## src/rtl/aes_round_sequencer.sv

```systemverilog
// -----------------------------------------------------------------------------
// aes_round_sequencer
//   Steps the AES-128 datapath through the initial AddRoundKey (round 0,
//   one cycle) and NR cipher rounds of CPR cycles each. Started by a one-cycle
//   init from the run controller. Returns a one-cycle done pulse.
//
//   Ports
//     clk          rising-edge clock
//     rst_         synchronous reset, active HIGH
//     init         start request, honoured only in IDLE
//     stall        freezes sequencing in RUN (sampled at the edge; the cycle
//                  that follows repeats the current position with no strobe)
//     busy         high in RUN
//     round        current round 0..NR
//     sub_cnt      cycle index within the round, 0..CPR-1
//     first_round  RUN and round == 0
//     last_round   RUN and round == NR (datapath skips MixColumns)
//     rnd_strobe   final, unstalled cycle of a round: datapath loads state
//     rcon         round constant for the current round
//     done         one-cycle completion pulse
//
//   All outputs are registered. The always_comb block computes the value
//   every output register takes at the next edge.
// -----------------------------------------------------------------------------
module aes_round_sequencer #(
    parameter int NR  = 10,
    parameter int CPR = 4,
    parameter int SW  = (CPR > 1) ? $clog2(CPR) : 1
) (
    input  logic          clk,
    input  logic          rst_,
    input  logic          init,
    input  logic          stall,
    output logic          busy,
    output logic [3:0]    round,
    output logic [SW-1:0] sub_cnt,
    output logic          first_round,
    output logic          last_round,
    output logic          rnd_strobe,
    output logic [7:0]    rcon,
    output logic          done
);

    typedef enum logic [1:0] {IDLE, RUN, DONE} state_t;

    localparam logic [3:0]    LAST_RND = 4'(NR);
    localparam logic [SW-1:0] LAST_SUB = SW'(CPR - 1);

    state_t        state, state_n;
    logic [3:0]    round_n;
    logic [SW-1:0] sub_n;
    logic [7:0]    rcon_n;
    logic          busy_n, first_n, last_n, strobe_n, done_n;
    logic          rnd_end;

    function automatic logic [7:0] xtime(input logic [7:0] b);
        return {b[6:0], 1'b0} ^ (b[7] ? 8'h1B : 8'h00);
    endfunction

    // Round 0 is always a single cycle; later rounds end at sub_cnt == CPR-1.
    assign rnd_end = (round == 4'd0) || (sub_cnt == LAST_SUB);

    always_ff @(posedge clk) begin
        if (rst_) begin
            state       <= IDLE;
            round       <= 4'd0;
            sub_cnt     <= '0;
            rcon        <= 8'h01;
            busy        <= 1'b0;
            first_round <= 1'b0;
            last_round  <= 1'b0;
            rnd_strobe  <= 1'b0;
            done        <= 1'b0;
        end else begin
            state       <= state_n;
            round       <= round_n;
            sub_cnt     <= sub_n;
            rcon        <= rcon_n;
            busy        <= busy_n;
            first_round <= first_n;
            last_round  <= last_n;
            rnd_strobe  <= strobe_n;
            done        <= done_n;
        end
    end

    always_comb begin
        state_n  = state;
        round_n  = round;
        sub_n    = sub_cnt;
        rcon_n   = rcon;
        busy_n   = 1'b0;
        first_n  = 1'b0;
        last_n   = 1'b0;
        strobe_n = 1'b0;
        done_n   = 1'b0;

        unique case (state)
            IDLE: begin
                round_n = 4'd0;
                sub_n   = '0;
                rcon_n  = 8'h01;
                if (init) begin
                    // Round 0 is a one-cycle round, so its strobe is
                    // already due in the first RUN cycle.
                    state_n  = RUN;
                    busy_n   = 1'b1;
                    first_n  = 1'b1;
                    last_n   = (LAST_RND == 4'd0);
                    strobe_n = 1'b1;
                end
            end

            RUN: begin
                busy_n = 1'b1;
                if (stall) begin
                    first_n = first_round;
                    last_n  = last_round;
                end else if (rnd_end && round == LAST_RND) begin
                    state_n = DONE;
                    busy_n  = 1'b0;
                    done_n  = 1'b1;
                end else begin
                    if (rnd_end) begin
                        round_n = round + 4'd1;
                        sub_n   = '0;
                        // Round 1 reuses 0x01; only later advances apply xtime.
                        if (round != 4'd0)
                            rcon_n = xtime(rcon);
                    end else begin
                        sub_n = sub_cnt + SW'(1);
                    end
                    first_n  = (round_n == 4'd0);
                    last_n   = (round_n == LAST_RND);
                    strobe_n = (sub_n == LAST_SUB);
                end
            end

            DONE: begin
                state_n = IDLE;
                round_n = 4'd0;
                sub_n   = '0;
                rcon_n  = 8'h01;
            end

            default: begin
                state_n = IDLE;
                round_n = 4'd0;
                sub_n   = '0;
                rcon_n  = 8'h01;
            end
        endcase
    end

endmodule

```

## config.mk

```make
export PLATFORM = sky130hd
export DESIGN_NAME = aes_round_sequencer
export DESIGN_NICKNAME = d
export VERILOG_FILES = /design/src/rtl/aes_round_sequencer.sv
export SDC_FILE = /design/constraint.sdc
export NUM_CORES = 1
export LEC_CHECK = 0
export ABC_CLOCK_PERIOD_IN_PS = 2250
export CAP_MARGIN = 5
export CELL_PAD_IN_SITES_DETAIL_PLACEMENT = 1
export CELL_PAD_IN_SITES_GLOBAL_PLACEMENT = 2
export CORE_ASPECT_RATIO = 0.5
export CORE_UTILIZATION = 29
export CTS_CLUSTER_DIAMETER = 200
export DETAILED_ROUTE_END_ITERATION = 8
export HOLD_SLACK_MARGIN = 0.08
export PLACE_DENSITY_LB_ADDON = 0.1
export SYNTH_ARGS = -nofsm -noshare
export SYNTH_HDL_FRONTEND = slang
export SYNTH_SLANG_ARGS = --single-unit
```

## constraint.sdc

```tcl
create_clock -name clk -period 2.25 [get_ports clk]
set_input_delay 0.675 -clock clk [delete_from_list [all_inputs] [get_ports clk]]
set_output_delay 0.675 -clock clk [all_outputs]
set_load 0.02 [all_outputs]
```

After elaboration in Yosys (flattened, before gate mapping)
Index checks and enable logic that the tools add are counted. W data, S select, Z words.

Register bits after elaboration: 21. Input port bits: 4. Output and inout bits: 19. Word-level logic and storage cells: 59.

$add $sub $neg: 2. Equal/unequal tests: 8. Mux-type cells: 25. Bitwise operators: 4. Reduce and logical (&&, ||, !) cells: 11.

Operator list (number): $mux W4 (4); $mux W2 (7); $mux W1 (9); $eq A4 B4 Y1 const B (2); $logic_not A4 Y1 (2); $xor A8 B5 Y8 (1); $ne A2 B2 Y1 const B (3); $pmux W1 S2 (3); $mux W5 (1); $add A4 B1 Y4 const B (1); $eq A2 B2 Y1 const B (2); $pmux W2 S2 (1); $reduce_and A4 Y1 (1); $reduce_bool A4 Y1 (1); $not A1 Y1 (3); $reduce_and A3 Y1 (1); $reduce_or A3 Y1 (1); $add A2 B1 Y2 const B (1); $eq A2 B1 Y1 const B (1); $logic_not A2 Y1 (1); $reduce_and A2 Y1 (1); $reduce_or A2 Y1 (1); $logic_and A1 B1 Y1 (1); $logic_or A1 B1 Y1 (1).

Longest topological paths before layout
Gate-level depths: netlist of the first run.

Word-level depth: 10. Gate-level depth with buffers: 7.

Worst setup path after synthesis of the first run
No wires, ideal clock.

Path type: register to register. From: register round[0]. To: register rcon[5]. Arrival time: 1751 ps. Data required time: 2122 ps. Slack: 372 ps. Cell stages (with the launch flop): 8. Path buffers: 1. Period minus slack after synthesis: 1878 ps. Cell sequence: dfxtp_1 -> inv_1 -> ha_1 -> mux2_2 -> a21oi_2 -> buf_4 -> mux2i_1 -> nor2_1.

Cells in the longest elaborated chain, start to end: 5. Elaborated cells between the ends (all ways): 7.

RTL lines: from (decl) (RTL line 35) `output logic [3:0] round,`; from (signal assigned) (RTL line 76) `round <= round_n;`; $logic_not A4 Y1 (RTL line 61) `assign rnd_end = (round == 4'd0) || (sub_cnt == LAST_SUB);`; $logic_or A1 B1 Y1 (RTL line 61); $logic_and A1 B1 Y1 (RTL line 119) `end else if (rnd_end && round == LAST_RND) begin`; $not A1 Y1 (no source line); $reduce_and A4 Y1 (no source line) (*); to (signal assigned) (RTL line 78) `rcon <= rcon_n;`; to (decl) (RTL line 40) `output logic [7:0] rcon,`.

Mark *: on every way between the ends. The rest lies on a longest branch, timed or not. A chain may end at the register's enable or synchronous reset.

Worst setup path in the final report of the first run
From: register round[3]. To: output round[3].

No word-level cell between the ends.

==> results of run 1 <==
-- worst reg2reg max path: cells and delay by family, from the launching register on --
kind | cells | cell delay (ns)
adder cells (fa/ha/maj) | 1 | 0.27
AO/OA/AOI/OAI | 3 | 0.65
buffers and inverters | 1 | 0.20
flip-flops | 1 | 0.37
AND/OR/NAND/NOR | 1 | 0.41
-- per-stage QoR --
| step | std cells | cell area [um2] | power [mW] | setup WS (ns) |
|---|---|---|---|---|
| detailed placement | 189 | 1370 | 0.462 | 0.137 |
| global route | 193 | 1410 | 0.743 | 0.0577 |
| global placement | 189 | 1370 | 0.460 | 0.150 |
| finish | 193 | 1410 | 0.701 | 0.134 |
| floorplan | 116 | 1060 | 0.431 | 0.372 |
| CTS | 193 | 1410 | 0.719 | 0.122 |
-- kinds of logic after synthesis --
family	count (synthesis)	share of synthesized area [%]
AOI/OAI and AO/OA	26	19.0
muxes	7	6.75
adders and majority gates	4	4.74
buffers and inverters	13	5.92
DFF	21	39.8
and+or+nand+nor	40	19.7
xor gates and xnor gates	5	4.15
-- cell type report --
| class | count | area, um2 | area share, % |
|---|---|---|---|
| clock buffers | 3 | 41.3 | 2.93 |
| clock inverters | 1 | 5.00 | 0.355 |
| inverters | 6 | 22.5 | 1.60 |
| multi-input cells | 82 | 573 | 40.6 |
| flip-flops and latches | 21 | 420 | 29.8 |
| well taps | 51 | 63.8 | 4.52 |
| repair buffers | 29 | 285 | 20.2 |
-- final timing paths --
path / startpoint / end / slack, ns
worst max-delay path: round[3]$_SDFFE_PP0P_ / round[3] / 0.13
worst min-delay path: last_round$_SDFFE_PP0N_ / last_round$_SDFFE_PP0N_ / 0.49
worst max register to register: round[0]$_SDFFE_PP0P_ / first_round$_SDFFE_PP0P_ / 0.30
worst min register to register: last_round$_SDFFE_PP0N_ / last_round$_SDFFE_PP0N_ / 0.49
-- cells in the final DEF (no fill, tap or decap), types with 4 or more instances in the layout --
cell / netlist / layout
a211oi_1: 5 / 5
buf_4: 1 / 6
clkdlybuf4s50_1: 0 / 22
dfxtp_1: 21 / 21
ha_1: 4 / 4
inv_1: 6 / 6
mux2i_1: 6 / 6
nand2_1: 5 / 5
nor2_1: 14 / 14
nor3_1: 4 / 4
xnor2_1: 5 / 5
-- sequential cells by signal (all words and copies together) (netlist names) --
| register | cells |
|---|---|
| busy | 1 |
| done | 1 |
| first_round | 1 |
| last_round | 1 |
| rcon | 8 |
| rnd_strobe | 1 |
| round | 4 |
| state | 2 |
| sub_cnt | 2 |
-- power by group --
group	switching (mW)	internal, mW	total [mW]
Sequential	0.00581	0.378	0.384
Combinational	0.0352	0.0331	0.0683
Clock	0.126	0.123	0.249
-- routing by layer --
layer  part of all wire, %  vias up  global-route usage (%)
met4                  0.43        0                    2.95
met2                    43       17                    25.2
li1                      -      468                       -
met1                    52      436                    21.7
met5                     0        -                       0
met3                   4.6        2                    5.22
==> results_dict.tcl, run 1 <==
set metrics [dict create \
    cp_num_buf_inv 1 \
    finalSetupTns_ns 0 \
    timing.critical_path.arrival_ns 1.44 \
    design.die.area_um2 3900 \
    floorplan.die.height_um 44.7 \
    worst_r2r_path_depth 6 \
    tritoncts.num_buffers 3 \
    detail_route.drc_violations 0 \
    synthDominantAreaCellType "dfxtp_1" \
    synth.most_common_cell "dfxtp_1" \
    synth-edff-count 0 \
    tritoncts_num_sinks 21 \
    slew_headroom_pct 71.5 \
    cp-end-kind "primary output" \
    insertedDiodeCount 0 \
    tightestPinTransition_ns 0.417 \
    num-fill-cells 419 \
    worstPathCellList "clkdlybuf4s50_1" \
    status "complete, no violations" \
    number_of_antenna_violations_at_the_first_check_in_global_routing 0 \
    hold_path.class "reg -> reg" \
    crit_path_max_fanout 10 \
    worst-setup-path-type "reg -> out" \
    avgSynthCellArea_um2 9.10 \
    hold_violations 0 \
    synth_top_cells_by_count "dfxtp_1 (21), nor2_1 (14), inv_1 (6), mux2i_1 (6)" \
    clock_tree_from_tritoncts "yes" \
    synthesized_cell_area_um2 1060 \
    drt-wirelength-per-cell_um 14.4 \
    drive_above_1_share_pct 12.0 \
    cts.htree.levels 1 \
    syn-instance-count 116 \
    setup_crit_start_kind "flip-flop" \
    mapped_nets 124 \
    rsz0062_at_grt "false" \
    finalWorstPathRequiredPeriod_ns 2.12 \
    insertion_delay_ns 0.26 \
    drv_slew 0 \
    final_min_period_over_clock_period_pct 94.0 \
    whs_path_depth 2 \
    place_hpwl_um 2090 \
    floorplan.initialDensity_pct 30.6 \
    area_growth_from_synthesis_to_layout_pct 33.6 \
    largest_net_degree_at_the_start_of_global_routing 13 \
    clock_skew_ns 0.00294 \
    ant_nets 0 \
    crit_path_max_incr_delay_ns 0.67 \
    timing.critical_path.max_delay_family "buffers and inverters" \
    synth-async-reset-ratio_pct 0 \
    synthTopCellsByArea "dfxtp_1 (40%), mux2i_1 (5.7%), nor2_1 (5.0%), ha_1 (4.7%), xnor2_1 (4.1%)" \
    yosys_warnings 0 \
    core_region_area_um2 3450 \
    netlist.area_leader.share_pct 39.8 \
    drt_first_iter_violations 20 \
    vias 923 \
    p_leak_nw 0.473 \
    io_buffer_count 22 \
    worstPathRequired_ns 1.57 \
    maxCapViolations 0 \
    clk_transition_reported_paths_ns 0.08 \
    via_count_of_the_first_global_routing_pass 909 \
    synth_ff_type "dfxtp_1" \
    first_pass_grt_wire_length_um 4640 \
    overflow 0 \
    grt_util_all_layers_pct 16.0 \
    finalCoreUtilization_pct 40.9 \
    cts_repair_resize_count 0 \
    io_pins 23 \
    synth-seq-area-share_pct 39.8 \
    setup-violations-final 0 \
    first_pass_iters 4 \
    die_w_um 87.3 \
    vias_per_cell 4.78 \
    final_net_count 151 \
    core.rowCount 15 \
    timing.fmax_mhz 473 \
    critical_path_depth 1 \
    power_density_nw_per_um2 496 \
    cts-root-to-sink-buffers 2 \
    synth_seq_cells 21 \
    yosysUniqueCellTypes 37 \
    cts.repair_timing.setup_buffer_count 0 \
    crit_path_top_delay_cell "clkdlybuf4s50_1" \
    place_congestion 0.787 \
    cts_hold_buffers 0 \
    whs_ns 0.495 \
    peakVddDrop_mv 0.213 \
    clk_root_buffer_cell "clkbuf_8" \
    postRouteWirelength_um 2780 \
]
No activity file was read; power rests on OpenSTA's default activity.
==> inputs of run 2 (changes only) <==
--- a/config.mk
+++ b/config.mk
@@ -5,7 +5,6 @@
 export SDC_FILE = /design/constraint.sdc
 export NUM_CORES = 1
 export LEC_CHECK = 0
-export ABC_CLOCK_PERIOD_IN_PS = 2250
 export CAP_MARGIN = 5
 export CELL_PAD_IN_SITES_DETAIL_PLACEMENT = 1
 export CELL_PAD_IN_SITES_GLOBAL_PLACEMENT = 2
==> results of run 2 <==
Same layout as run 1: the final DEF is identical, and so are final timing and power.
==> inputs of run 3 (changes only) <==
--- a/config.mk
+++ b/config.mk
@@ -9,7 +9,8 @@
 export CELL_PAD_IN_SITES_DETAIL_PLACEMENT = 1
 export CELL_PAD_IN_SITES_GLOBAL_PLACEMENT = 2
 export CORE_ASPECT_RATIO = 0.5
-export CORE_UTILIZATION = 29
+export CORE_UTILIZATION = 31
+export CTS_BUF_LIST = sky130_fd_sc_hd__clkbuf_4
 export CTS_CLUSTER_DIAMETER = 200
 export DETAILED_ROUTE_END_ITERATION = 8
 export HOLD_SLACK_MARGIN = 0.08
==> results_dict.tcl, run 3 (synthesis gave the netlist of run 1 again) <==
set metrics [dict create \
    worstPathRequired_ns 1.57 \
    layout.cells.non_filler 181 \
    cts_repair_resize_count 0 \
    place_congestion 0.767 \
    largest_register_ffs 8 \
    ant_nets 0 \
    power_density_nw_per_um2 475 \
    worst-setup-path-type "reg -> out" \
    overflow 0 \
    timing.critical_path.max_delay_family "buffers and inverters" \
    final_cell_mix "clkdlybuf4s50_1 (22), dfxtp_1 (20), nor2_1 (14)" \
    core.rowCount 14 \
    cp_num_buf_inv 1 \
    tritoncts.num_buffers 3 \
    biggestRegsByFlops "rcon x8, round x4" \
    design.die.area_um2 3660 \
    tritoncts_num_sinks 21 \
    via_count_of_the_first_global_routing_pass 882 \
    crit_path_top_delay_cell "clkdlybuf4s50_1" \
    io_buffer_count 22 \
    regMostFlops "rcon" \
    floorplan.die.height_um 43.3 \
    worstPathCellList "clkdlybuf4s50_1" \
    number_of_antenna_violations_at_the_first_check_in_global_routing 0 \
    switching_share_pct 26.0 \
    final_net_count 150 \
    grt_util_all_layers_pct 15.5 \
    drt-wirelength-per-cell_um 14.3 \
    crit_path_max_fanout 9 \
    share_clk_of_total_power_pct 30.4 \
    placed_cells_incl_taps 177 \
    insertion_delay_ns 0.32 \
    io_pins 23 \
    clk_root_buffer_cell "clkbuf_4" \
    floorplan.initialDensity_pct 33.9 \
    layout.cells.most_common "clkdlybuf4s50_1" \
    status "complete, no violations" \
    timing.critical_path.arrival_ns 1.50 \
    tightestPinTransition_ns 0.495 \
    cts.repair_timing.setup_buffer_count 0 \
    drt_first_iter_violations 24 \
    core_region_area_um2 3120 \
    finalSetupTns_ns 0 \
    final_min_period_over_clock_period_pct 96.9 \
    area_growth_from_synthesis_to_layout_pct 29.0 \
    internal-power_mw 0.479 \
    design_area_final_um2 1360 \
    postRouteWirelength_um 2590 \
    clock_skew_ns 0.00167 \
    sw_pwr_mw 0.169 \
    finalWorstPathRequiredPeriod_ns 2.18 \
    rsz0062_at_grt "false" \
    cts_hold_buffers 0 \
    cts-root-to-sink-buffers 2 \
    sequentialPowerShare_pct 59.2 \
    maxCapViolations 0 \
    first_pass_grt_wire_length_um 4300 \
    vias 931 \
    drive_above_1_share_pct 12.1 \
    setup_crit_start_kind "flip-flop" \
    drv_slew 0 \
    power.share.combinational_pct 10.4 \
    cp-end-kind "primary output" \
    place_area_um2 1330 \
    first_pass_iters 4 \
    slew_headroom_pct 67.0 \
    timing.fmax_mhz 459 \
    hold_path.class "reg -> reg" \
    crit_path_max_incr_delay_ns 0.67 \
    detail_route.drc_violations 0 \
    clock_tree_from_tritoncts "yes" \
    setup-violations-final 0 \
    cts.htree.levels 1 \
    insertedDiodeCount 0 \
    hold_violations 0 \
    p_leak_nw 0.454 \
    largest_net_degree_at_the_start_of_global_routing 15 \
    power.total_mw 0.648 \
    die_w_um 84.5 \
    clk_transition_reported_paths_ns 0.13 \
    vias_per_cell 5.14 \
    place_hpwl_um 1930 \
    peakVddDrop_mv 0.264 \
]
-- run 3: power by group through the flow --
stage	clock [mW]	sequential (mW)	combinational (mW)
finish	0.197	0.384	0.0674
global route	0.220	0.384	0.0736
CTS	0.207	0.384	0.0683
detailed placement	0	0.392	0.0679
global placement	0	0.392	0.0678
floorplan	0	0.397	0.0346
-- run 3: cell type report --
cell class              count  area [um2]
multi-input cells          82         573
clock buffers               3        22.5
inverters                   6        22.5
repair buffers             28         265
fillers                   368        1760
clock inverters             1        7.51
well taps                  40        50.0
flip-flops and latches     21         422
-- run 3: stage by stage --
step                      setup slack (ns)  utilization [%]  hold slack, ns
final                               0.0704             43.7           0.512
after global routing                0.0223             43.7           0.534
after CTS                           0.0517             43.7           0.513
after detailed placement             0.155             42.7           0.490
after global placement               0.146             42.7           0.488
after floorplan                      0.372                -           0.510
-- run 3: worst min-delay path, stage by stage, from the launching register on --
cell and delay [ns]:
dfxtp_1 0.35, nand2b_1 0.07, a21oi_1 0.06
-- run 3: layer usage --
metal | routed length [um] | part of all wire (%) | vias up | GRT usage [%]
met5 | 0 | 0 | - | 0
met1 | 1330 | 52 | 446 | 20.5
met4 | 14 | 0.54 | 0 | 3.05
met2 | 1120 | 43 | 22 | 25.0
met3 | 115 | 4.4 | 3 | 4.86
li1 | - | - | 460 | -
-- run 3: worst paths after layout --
path	start	endpoint	slack, ns	cells after the start
hold / removal	sub_cnt[1]$_SDFFE_PP0P_	sub_cnt[1]$_SDFFE_PP0P_	0.51	2
hold reg to reg	sub_cnt[1]$_SDFFE_PP0P_	sub_cnt[1]$_SDFFE_PP0P_	0.51	2
setup / recovery	round[1]$_SDFFE_PP0P_	round[1]	0.07	1
setup reg to reg	round[0]$_SDFFE_PP0P_	last_round$_SDFFE_PP0N_	0.28	6
